[src/rtl/led_stream_mux_if.sv]
// Pixel-stream bundle between the colour sources, the stream selector and the LED serial driver.
// The selector uses the slave modport; whoever drives the sources and sinks the output uses the master modport.
interface led_stream_mux_if #(
    parameter int NUM_SRC     = 2,
    parameter int COLOR_WIDTH = 8,
    parameter int NUM_LEDS    = 150
);
    localparam int SEL_W = ($clog2(NUM_SRC) > 1) ? $clog2(NUM_SRC) : 1;
    localparam int IDX_W = $clog2(NUM_LEDS);

    logic [SEL_W-1:0]               sel_in;
    logic [NUM_SRC*3*COLOR_WIDTH-1:0] src_color_in;
    logic [NUM_SRC-1:0]             src_valid_in;
    logic [NUM_SRC-1:0]             src_ready_out;
    logic [COLOR_WIDTH-1:0]         green_out;
    logic [COLOR_WIDTH-1:0]         red_out;
    logic [COLOR_WIDTH-1:0]         blue_out;
    logic                           color_valid_out;
    logic                           color_ready_in;
    logic [SEL_W-1:0]               active_sel_out;
    logic [IDX_W-1:0]               led_index_out;
    logic                           frame_done_out;
    logic                           switch_pending_out;
    logic                           sel_err_out;

    modport slave (
        input  sel_in, src_color_in, src_valid_in, color_ready_in,
        output src_ready_out, green_out, red_out, blue_out, color_valid_out,
               active_sel_out, led_index_out, frame_done_out, switch_pending_out, sel_err_out
    );

    modport master (
        output sel_in, src_color_in, src_valid_in, color_ready_in,
        input  src_ready_out, green_out, red_out, blue_out, color_valid_out,
               active_sel_out, led_index_out, frame_done_out, switch_pending_out, sel_err_out
    );
endinterface

[src/rtl/led_stream_mux.sv]
// N-source LED colour stream selector with a one-entry registered output and valid/ready handshake.
// Source switching is deferred to the frame boundary, so a strip refresh always comes from one source.
module led_stream_mux #(
    parameter int NUM_SRC          = 2,
    parameter int COLOR_WIDTH      = 8,
    parameter int NUM_LEDS         = 150,
    parameter int DEFAULT_SRC      = 0,
    parameter bit DRAIN_UNSELECTED = 1'b0
) (
    input  logic            clk_in,
    input  logic            rst_in,
    led_stream_mux_if.slave bus
);
    localparam int SEL_W = ($clog2(NUM_SRC) > 1) ? $clog2(NUM_SRC) : 1;
    localparam int IDX_W = $clog2(NUM_LEDS);
    localparam int PIX_W = 3 * COLOR_WIDTH;
    localparam logic [SEL_W-1:0] DEF_SEL  = SEL_W'(DEFAULT_SRC);
    localparam logic [IDX_W-1:0] LAST_IDX = IDX_W'(NUM_LEDS - 1);

    logic [SEL_W-1:0]   req_sel_q, req_sel_d;
    logic [SEL_W-1:0]   active_sel_q, active_sel_d;
    logic [IDX_W-1:0]   idx_q, idx_d;
    logic [PIX_W-1:0]   pix_q, pix_d;
    logic               vld_q, vld_d;
    logic               last_q, last_d;
    logic               done_q, done_d;
    logic               err_q, err_d;

    logic               sel_ok;
    logic               act_valid;
    logic               act_ready;
    logic               accept;
    logic [PIX_W-1:0]   act_pix;
    logic [NUM_SRC-1:0] src_rdy;

    always_comb begin
        act_pix   = '0;
        act_valid = 1'b0;
        act_ready = !vld_q || bus.color_ready_in;
        src_rdy   = '0;
        for (int i = 0; i < NUM_SRC; i++) begin
            if (active_sel_q == SEL_W'(i)) begin
                act_pix    = bus.src_color_in[i*PIX_W +: PIX_W];
                act_valid  = bus.src_valid_in[i];
                src_rdy[i] = act_ready;
            end else begin
                src_rdy[i] = DRAIN_UNSELECTED;
            end
        end
        accept = act_valid && act_ready;
        sel_ok = int'(bus.sel_in) < NUM_SRC;

        req_sel_d    = sel_ok ? bus.sel_in : req_sel_q;
        err_d        = !sel_ok;
        done_d       = vld_q && bus.color_ready_in && last_q;
        idx_d        = idx_q;
        active_sel_d = active_sel_q;
        pix_d        = pix_q;
        last_d       = last_q;
        vld_d        = vld_q;
        if (accept) begin
            pix_d  = act_pix;
            last_d = (idx_q == LAST_IDX);
            vld_d  = 1'b1;
            // The request registered before this edge wins; a same-cycle sel_in change waits a frame.
            if (idx_q == LAST_IDX) begin
                idx_d        = '0;
                active_sel_d = req_sel_q;
            end else begin
                idx_d = idx_q + IDX_W'(1);
            end
        end else if (bus.color_ready_in) begin
            vld_d = 1'b0;
        end
    end

    always_ff @(posedge clk_in or negedge rst_in) begin
        if (!rst_in) begin
            req_sel_q    <= DEF_SEL;
            active_sel_q <= DEF_SEL;
            idx_q        <= '0;
            pix_q        <= '0;
            vld_q        <= 1'b0;
            last_q       <= 1'b0;
            done_q       <= 1'b0;
            err_q        <= 1'b0;
        end else begin
            req_sel_q    <= req_sel_d;
            active_sel_q <= active_sel_d;
            idx_q        <= idx_d;
            pix_q        <= pix_d;
            vld_q        <= vld_d;
            last_q       <= last_d;
            done_q       <= done_d;
            err_q        <= err_d;
        end
    end

    assign bus.src_ready_out      = src_rdy;
    assign bus.green_out          = pix_q[PIX_W-1 -: COLOR_WIDTH];
    assign bus.red_out            = pix_q[2*COLOR_WIDTH-1 -: COLOR_WIDTH];
    assign bus.blue_out           = pix_q[COLOR_WIDTH-1:0];
    assign bus.color_valid_out    = vld_q;
    assign bus.active_sel_out     = active_sel_q;
    assign bus.led_index_out      = idx_q;
    assign bus.frame_done_out     = done_q;
    assign bus.switch_pending_out = (req_sel_q != active_sel_q);
    assign bus.sel_err_out        = err_q;
endmodule

[src/flat_wrapper.sv]
// flat-port wrapper written by rule: the top's interface ports become plain ports
module led_stream_mux_flat 
#(
    parameter int NUM_SRC          = 2,
    parameter int COLOR_WIDTH      = 8,
    parameter int NUM_LEDS         = 150,
    parameter int DEFAULT_SRC      = 0,
    parameter bit DRAIN_UNSELECTED = 1'b0
)
  (clk_in, rst_in, bus_sel_in, bus_src_color_in, bus_src_valid_in, bus_color_ready_in, bus_src_ready_out, bus_green_out, bus_red_out, bus_blue_out, bus_color_valid_out, bus_active_sel_out, bus_led_index_out, bus_frame_done_out, bus_switch_pending_out, bus_sel_err_out);
  led_stream_mux_if #(.NUM_SRC(NUM_SRC), .COLOR_WIDTH(COLOR_WIDTH), .NUM_LEDS(NUM_LEDS)) bus_i ();
  input  logic clk_in;
  input  logic rst_in;
  input wire logic [$bits(bus_i.sel_in)-1:0] bus_sel_in;
  input wire logic [$bits(bus_i.src_color_in)-1:0] bus_src_color_in;
  input wire logic [$bits(bus_i.src_valid_in)-1:0] bus_src_valid_in;
  input wire logic [$bits(bus_i.color_ready_in)-1:0] bus_color_ready_in;
  output wire logic [$bits(bus_i.src_ready_out)-1:0] bus_src_ready_out;
  output wire logic [$bits(bus_i.green_out)-1:0] bus_green_out;
  output wire logic [$bits(bus_i.red_out)-1:0] bus_red_out;
  output wire logic [$bits(bus_i.blue_out)-1:0] bus_blue_out;
  output wire logic [$bits(bus_i.color_valid_out)-1:0] bus_color_valid_out;
  output wire logic [$bits(bus_i.active_sel_out)-1:0] bus_active_sel_out;
  output wire logic [$bits(bus_i.led_index_out)-1:0] bus_led_index_out;
  output wire logic [$bits(bus_i.frame_done_out)-1:0] bus_frame_done_out;
  output wire logic [$bits(bus_i.switch_pending_out)-1:0] bus_switch_pending_out;
  output wire logic [$bits(bus_i.sel_err_out)-1:0] bus_sel_err_out;
  assign bus_i.sel_in = bus_sel_in;
  assign bus_i.src_color_in = bus_src_color_in;
  assign bus_i.src_valid_in = bus_src_valid_in;
  assign bus_i.color_ready_in = bus_color_ready_in;
  assign bus_src_ready_out = bus_i.src_ready_out;
  assign bus_green_out = bus_i.green_out;
  assign bus_red_out = bus_i.red_out;
  assign bus_blue_out = bus_i.blue_out;
  assign bus_color_valid_out = bus_i.color_valid_out;
  assign bus_active_sel_out = bus_i.active_sel_out;
  assign bus_led_index_out = bus_i.led_index_out;
  assign bus_frame_done_out = bus_i.frame_done_out;
  assign bus_switch_pending_out = bus_i.switch_pending_out;
  assign bus_sel_err_out = bus_i.sel_err_out;
  led_stream_mux #(.NUM_SRC(NUM_SRC), .COLOR_WIDTH(COLOR_WIDTH), .NUM_LEDS(NUM_LEDS), .DEFAULT_SRC(DEFAULT_SRC), .DRAIN_UNSELECTED(DRAIN_UNSELECTED)) u_core (.clk_in(clk_in), .rst_in(rst_in), .bus(bus_i));
endmodule
[config.mk]
export PLATFORM = sky130hd
export DESIGN_NAME = led_stream_mux_flat
export DESIGN_NICKNAME = d
export VERILOG_FILES = /design/src/rtl/led_stream_mux_if.sv /design/src/rtl/led_stream_mux.sv /design/src/flat_wrapper.sv
export SDC_FILE = /design/constraint.sdc
export NUM_CORES = 1
export LEC_CHECK = 0
export ABC_AREA = 1
export BUFFER_PORTS_ARGS = -buffer_cell sky130_fd_sc_hd__buf_2
export CAP_MARGIN = 25
export CORE_ASPECT_RATIO = 0.6
export CORE_MARGIN = 10
export CORE_UTILIZATION = 40
export CTS_BUF_LIST = sky130_fd_sc_hd__clkbuf_8
export DETAILED_ROUTE_END_ITERATION = 10
export HOLD_SLACK_MARGIN = 0.12
export PLACE_DENSITY = 0.79
export SLEW_MARGIN = 10
export SYNTH_ARGS = -nofsm -noshare
export SYNTH_HDL_FRONTEND = slang
export SYNTH_SLANG_ARGS = --single-unit
[constraint.sdc]
create_clock -name clk_in -period 1.85 [get_ports clk_in]
set_clock_uncertainty 0.15 [all_clocks]
set_input_delay 0.185 -clock clk_in [delete_from_list [all_inputs] [get_ports clk_in]]
set_output_delay 0.185 -clock clk_in [all_outputs]
set_load 0.01 [all_outputs]
==> results of run 1 <==
[cells in the mapped netlist, drive strengths merged]
cell type	number
nor2	61
nand2	54
dfrtp	37
o31ai	24
inv	12
buf	11
nand3	5
o21ai	5
xor2	3
ha	2
a21oi	1
clkbuf	1
conb	1
nand4	1
o21a	1
o22ai	1
[flip-flops by register name, indices dropped and copies added (netlist names)]
name and count:
u_core.bus.active_sel_out 1, u_core.bus.color_valid_out 1, u_core.bus.frame_done_out 1, u_core.bus.led_index_out 8, u_core.last_q 1, u_core.pix_q 24
u_core.req_sel_q 1
[repair_timing]
item | in CTS | in global routing
endpoints found under the hold margin | 64 | 0
buffers inserted | 0 | 0
hold buffers | 51 | 0
[area by class of cell]
class	count	area [sq um]
fillers	318	1324
multi-input cells	159	773.2
repair buffers	148	1023
clock inverters	3	13.76
well taps	60	75.07
clock buffers	5	68.82
inverters	12	47.55
flip-flops and latches	37	925.9
diodes	2	5.005
[through the flow]
stage / hold slack, ps / util [%] / setup WS, ps / area [sq um]
2_1_floorplan: -260.6 / - / 413.2 / 1833
3_3_place_gp: 105.9 / 54.85 / 329.3 / 2335
3_5_place_dp: 111.6 / 54.85 / 263.1 / 2335
4_1_cts: 166.8 / 68.78 / 86.02 / 2928
5_1_grt: 193.3 / 68.90 / 10.28 / 2933
6_report: 186.0 / 68.90 / 83.79 / 2933
[per-layer routing]
| layer | vias to the layer above | GRT usage, % |
|---|---|---|
| met5 | - | 0 |
| met2 | 119 | 26.86 |
| met3 | 4 | 9.877 |
| li1 | 996 | - |
| met1 | 963 | 20.76 |
| met4 | 0 | 3.982 |
[cells by family after synthesis]
group / count (synthesis) / synth area share, %
compound gates: 32 / 12.83
xor+xnor: 3 / 1.434
fa+ha+maj: 2 / 1.365
buf+inv: 24 / 7.304
flops: 37 / 50.51
other cells: 1 / 0.2046
simple gates: 121 / 26.35
[tightest hold or removal path: cells and delay by family]
family | cells | cell delay [ps]
compound gates | 1 | 70
simple gates | 3 | 200
buf+inv | 1 | 120
[power by group through the flow]
stage,sequential (uW),combinational (uW),clock (uW)
after global placement,1060,557,0
final,1050,667,531
after CTS,1040,658,553
after global routing,1070,737,594
after floorplan,1100,250,0
after detailed placement,1060,577,0
[worst max-delay path by stage]
stage | startpoint | end | slack (ps) | cells after the start
after floorplan | u_core.bus.active_sel_out$_DFFE_PN0P_ | u_core.pix_q[10]$_DFFE_PN0P_ | 410 | 9
after global placement | u_core.bus.active_sel_out$_DFFE_PN0P_ | u_core.pix_q[8]$_DFFE_PN0P_ | 330 | 5
after detailed placement | u_core.bus.color_valid_out$_DFFE_PN0P_ | u_core.pix_q[2]$_DFFE_PN0P_ | 260 | 7
after CTS | u_core.bus.active_sel_out$_DFFE_PN0P_ | bus_switch_pending_out | 90 | 3
after global routing | u_core.bus.active_sel_out$_DFFE_PN0P_ | bus_switch_pending_out | 10 | 3
final | u_core.bus.active_sel_out$_DFFE_PN0P_ | bus_switch_pending_out | 80 | 3
==> reports/qor.log, run 1 <==
[run_status] run status finished, final reports clean
[floorplanning] # IOs 93
[synthesis] post-synthesis register bit count 37
[worst_setup_path] critical-path cell with the highest stage delay dfrtp_1
[global_routing] maximum number of pins on one net before global-route repair 38
[worst_setup_path] gate family responsible for the most delay along the worst path buffers and inverters
[floorplanning] area enclosed by the die boundary 0.007779 sq mm
[place] placer's final routability congestion estimate 0.8350
[drt] DRC violations left 0
[global_routing] initial antenna violation count 2
[drt] Pre-antenna DRT Iters 5
[synthesis] total number of yosys warnings 0
[clocking] buffer cell driving the clock tree root clkbuf_8
[floorplanning] vertical extent of the die 72.44 um
[drt] Routed met1 length 2.831 mm
[sta] Final setup viols 0
[drt] via count 2082
[drt] Routed wire per std cell 15.92 um
[pwr] leakage dissipation 0.001494 uW
[synthesis] Post-Synthesis Cell Area 0.001833 sq mm
[min_path] type of the worst min-delay path in -> reg
[pwr] cell-internal power 1508 uW
[worst_setup_path] critical path startpoint category flip-flop
[drt] DRC violation total after the first TritonRoute iteration 156
[clocking] largest buffer count on any clock path 2
[worst_setup_path] CP Buf/Inv Count 2
[synthesis] area leader, netlist dfrtp_1
[drt] top layer used by detailed routing met4
[worst_setup_path] flop2flop setup slack 240 ps
[synthesis] gate count after technology mapping 220
[global_routing] overall fraction of global-route tracks in use 17.44%
[cells_and_area] most common cell after layout, fill and taps aside buf_2
[pwr] Sw Share 32.91%
[synthesis] area fraction of the dominant cell type after synthesis 50.51%
[synthesis] cell types with the largest area share after synthesis dfrtp_1 51%, nor2_1 12%, nand2_1 10%
[pwr] power consumption 2248 uW
[drt] DR vias/cell 4.887
[worst_setup_path] sort of element at the end of the critical path output port
[drt] post-route antenna net violation count 0
[cells_and_area] commonest cells after routing, fill and taps aside 91 x buf_2, 59 x nor2_1, 51 x dlygate4sd3_1
[worst_setup_path] worst path arrival time 1430 ps
[clocking] clk sink count 37
[sta] count of final hold-check violations 0
[synthesis] Avg Synthesized Cell Area 8.332 sq um
[sta] final critical delay including setup and external delays 1766 ps
[floorplanning] row count 18
[pwr] areal power density over the cells 766.4 mW/mm^2
[min_path] source of the worst hold timing path bus_src_valid_in[0]
[pwr] worst-case vdd ir drop 372.3 uV
[cells_and_area] share of cells above drive strength 1 31.04%
[worst_setup_path] critical register-to-register path startpoint u_core.bus.color_valid_out$_DFFE_PN0P_
[worst_setup_path] Worst Path Class, Setup reg -> out
[cells_and_area] Finished Layout Cells 426
[cells_and_area] post-synthesis to final-layout area growth 60.00%
[cells_and_area] final layout net count 419
[synthesis] register area share after synthesis 50.51%
[worst_setup_path] data required time of the worst path 1510 ps
[clocking] clock tree from TritonCTS built
[clocking] # H-tree levels 2
[floorplanning] Die W 107.4 um
[synthesis] count of cell types in the netlist 24
[clocking] clock slew at reported path FFs 70 ps
[worst_setup_path] critical-path maximum fanout 25
[place] HPWL after DPL 4.137 mm
[drt] detailed route wirelength on metal3 958 um
[min_path] count of cells along the worst hold path 5
[clocking] cts repair resizes 0
[global_routing] number of global-route vias before repair 2160
[global_routing] global-route wire length before repair 10.98 mm
[synthesis] Synthesized Nets 276
[pwr] clock network fraction of design power 23.6%
[drt] Routed Wire Length 6.781 mm
[sta] setup repair after global routing missed its margin false
[drt] routed wire length on met2 2.937 mm
[pwr] Sw Pwr 739.8 uW
[floorplanning] area of the core region 0.004257 sq mm
[flow_run] maxcap violations 0
[worst_setup_path] worst stage delay on the critical path 470 ps
[sta] accumulated negative setup slack 0 ps
[sta] achievable clock frequency 566.2 MHz
[min_path] destination of the worst hold path u_core.bus.led_index_out[2]$_DFFE_PN0P_
[clocking] Inserted Clock Buffers 5
[floorplanning] starting density of the core 43.06%
[global_routing] total grt overflow 0
[worst_setup_path] ordered list of cells on the worst path buf_4, xor2_1, buf_2
[worst_setup_path] Register-to-Register Path Depth 7
[place] IO Port Bufs 91
[clocking] Worst-Skew Late Latency 280 ps
[place] instance count after placement with tap cells included 365
[pwr] sequential share of power 46.7%
[sta] final worst path period share 95.47%
[pwr] part of the power in combinational logic 29.7%
[sta] final count of pins violating max slew 0
[worst_setup_path] r2r endpoint u_core.pix_q[11]$_DFFE_PN0P_
No activity file was read; power rests on OpenSTA's default activity.
==> run 2: changes to the inputs <==
--- a/config.mk
+++ b/config.mk
@@ -11,7 +11,6 @@
 export CORE_ASPECT_RATIO = 0.6
 export CORE_MARGIN = 10
 export CORE_UTILIZATION = 40
-export CTS_BUF_LIST = sky130_fd_sc_hd__clkbuf_8
 export DETAILED_ROUTE_END_ITERATION = 10
 export HOLD_SLACK_MARGIN = 0.12
 export PLACE_DENSITY = 0.79
==> run 2 against run 1 <==
Compared with the run above: sequential power hardly changed; non-clock buffer count unchanged; setup slack worse by 1.7 ps; sequential share of layout area did not move; critical path type unchanged; largest power group unchanged.
==> reports/qor.log, run 2 (synthesis gave the netlist of run 1 again) <==
[cells_and_area] register containing the most flip-flops in the final layout u_core.pix_q
[global_routing] initial antenna violation count 2 [unchanged]
[floorplanning] vertical extent of the die 72.44 um [unchanged]
[floorplanning] Die W 107.4 um [unchanged]
[clocking] Hold-fix buffers, CTS 51 [unchanged]
[drt] Pre-antenna DRT Iters 5 [unchanged]
[floorplanning] starting density of the core 43.06% [unchanged]
[drt] via count 2099 [+0.82%]
[place] IO Port Bufs 91 [unchanged]
[pwr] worst-case vdd ir drop 372.5 uV [about the same]
[cells_and_area] share of cells above drive strength 1 31.04% [unchanged]
[floorplanning] area enclosed by the die boundary 0.007779 sq mm [unchanged]
[clocking] # H-tree levels 2 [unchanged]
[sta] Final setup viols 0 [unchanged]
[worst_setup_path] critical-path maximum fanout 25 [unchanged]
[clocking] Worst-Skew Late Latency 280 ps [about the same]
[drt] post-route antenna net violation count 0 [unchanged]
[worst_setup_path] critical-path cell with the highest stage delay dfrtp_1
[worst_setup_path] gate family responsible for the most delay along the worst path buffers and inverters
[global_routing] global-route wire length before repair 10.98 mm [unchanged]
[sta] final critical delay including setup and external delays 1768 ps [+1.727 ps]
[global_routing] total grt overflow 0 [unchanged]
[worst_setup_path] worst stage delay on the critical path 470 ps [about the same]
[sta] worst hold slack across all endpoints 185.9 ps [-0.06200 ps]
[clocking] clock slew at reported path FFs 70 ps [about the same]
[clocking] number of buffers inserted to repair setup after CTS 0 [unchanged]
[floorplanning] # IOs 93 [unchanged]
[drt] Routed wire per std cell 15.96 um [+0.27%]
[global_routing] maximum number of pins on one net before global-route repair 38 [unchanged]
[worst_setup_path] data required time of the worst path 1510 ps [about the same]
[clocking] largest buffer count on any clock path 2 [unchanged]
[cells_and_area] final layout net count 419 [unchanged]
[sta] final count of pins violating max slew 0 [unchanged]
[floorplanning] row count 18 [unchanged]
[worst_setup_path] sort of element at the end of the critical path output port
[cells_and_area] most common cell after layout, fill and taps aside buf_2
[pwr] areal power density over the cells 768.2 mW/mm^2 [+0.23%]
[worst_setup_path] cell count along the critical path 3 [unchanged]
[sta] count of final hold-check violations 0 [unchanged]
[cells_and_area] post-synthesis to final-layout area growth 60.00% [unchanged]
[global_routing] overall fraction of global-route tracks in use 17.44% [unchanged]
[worst_setup_path] ordered list of cells on the worst path buf_4, xor2_1, buf_2
[worst_setup_path] worst path arrival time 1430 ps [about the same]
[clocking] Inserted Clock Buffers 5 [unchanged]
[sta] final worst path period share 95.56% [about the same]
[global_routing] number of global-route vias before repair 2160 [unchanged]
[cells_and_area] max FFs per register 24 [unchanged]
[drt] DRC violations left 0 [unchanged]
[worst_setup_path] CP Buf/Inv Count 2 [unchanged]
[cells_and_area] final-layout fill cell count 318 [unchanged]
[floorplanning] area of the core region 0.004257 sq mm [unchanged]
[cells_and_area] commonest cells after routing, fill and taps aside 91 x buf_2, 59 x nor2_1, 51 x dlygate4sd3_1
[worst_setup_path] Worst Path Class, Setup reg -> out
[sta] setup repair after global routing missed its margin false
[place] placer's final routability congestion estimate 0.8350 [unchanged]
[place] HPWL after DPL 4.137 mm [unchanged]
[sta] accumulated negative setup slack 0 ps [unchanged]
[worst_setup_path] Register-to-Register Path Depth 7 [unchanged]
[clocking] buffer cell driving the clock tree root clkbuf_8
[min_path] count of cells along the worst hold path 5 [unchanged]
[flow_run] maxcap violations 0 [unchanged]
[drt] DR vias/cell 4.927 [+0.82%]
[pwr] leakage dissipation 0.001490 uW [-0.28%]
[min_path] type of the worst min-delay path in -> reg
[sta] achievable clock frequency 565.6 MHz [about the same]
[worst_setup_path] critical path startpoint category flip-flop
[clocking] clock tree from TritonCTS built
[clocking] cts repair resizes 0 [unchanged]
[pwr] power consumption 2253 uW [+0.23%]
[clocking] clk sink count 37 [unchanged]
[drt] Routed Wire Length 6.799 mm [+0.27%]
[drt] DRC violation total after the first TritonRoute iteration 145 [-7.1%]
[run_status] run status finished, final reports clean
[run 2: changes by cell type in the layout (fill, tap and decap cells not counted)]
cell and change:
clkbuf_1 +1, inv_1 -1
[run 2: worst paths after layout]
path / startpoint / to / slack (ps)
worst min-delay path: bus_src_valid_in[0] / u_core.bus.led_index_out[2]$_DFFE_PN0P_ / 190
max in group asynchronous: rst_in / u_core.pix_q[20]$_DFFE_PN0P_ / 880
worst max-delay path: u_core.bus.active_sel_out$_DFFE_PN0P_ / bus_switch_pending_out / 80
worst min register to register: u_core.pix_q[20]$_DFFE_PN0P_ / u_core.pix_q[20]$_DFFE_PN0P_ / 330
min in group asynchronous: rst_in / u_core.last_q$_DFFE_PN0P_ / 330
worst max register to register: u_core.bus.color_valid_out$_DFFE_PN0P_ / u_core.pix_q[11]$_DFFE_PN0P_ / 250
[run 2: power breakdown]
| group | switching (uW) | internal [uW] |
|---|---|---|
| clock | 275 | 261 |
| combinational | 349 | 318 |
| sequential | 116 | 934 |
| total | 739 | 1510 |
[run 2: area by class of cell]
cell class                 instances  area, sq um  share of cell area, %
antenna                            2        5.005                 0.1706
tap                               60        75.07                  2.560
multi-input combinational        159        773.2                  26.37
clock buffer                       6        72.57                  2.474
clock inverter                     2        10.01                 0.3413
sequential                        37        925.9                  31.57
timing repair buffer             148         1023                  34.90
inverter                          12        47.55                  1.621
[run 2: metrics by stage]
step	cell area, sq um	cells	util, %	setup slack [ps]
global placement	2335	365	54.85	329.3
floorplan	1833	220	-	413.2
detailed placement	2335	365	54.85	263.1
global route	2933	426	68.90	10.28
CTS	2928	424	68.78	86.02
finish	2933	426	68.90	82.06
[run 2: tightest hold or removal path: cells and delay by family]
| family | cells | cell delay [ps] |
|---|---|---|
| buffers and inverters | 1 | 120 |
| AOI/OAI and AO/OA | 1 | 70 |
| and+or+nand+nor | 3 | 200 |
[run 2: routing by layer]
metal  vias to the layer above  part of all wire [%]  track usage, %
met1                       971                    41           20.76
met3                         4                    15           9.877
met5                         -                     0               0
met4                         0                  0.81           3.982
li1                        996                     -               -
met2                       128                    43           26.86
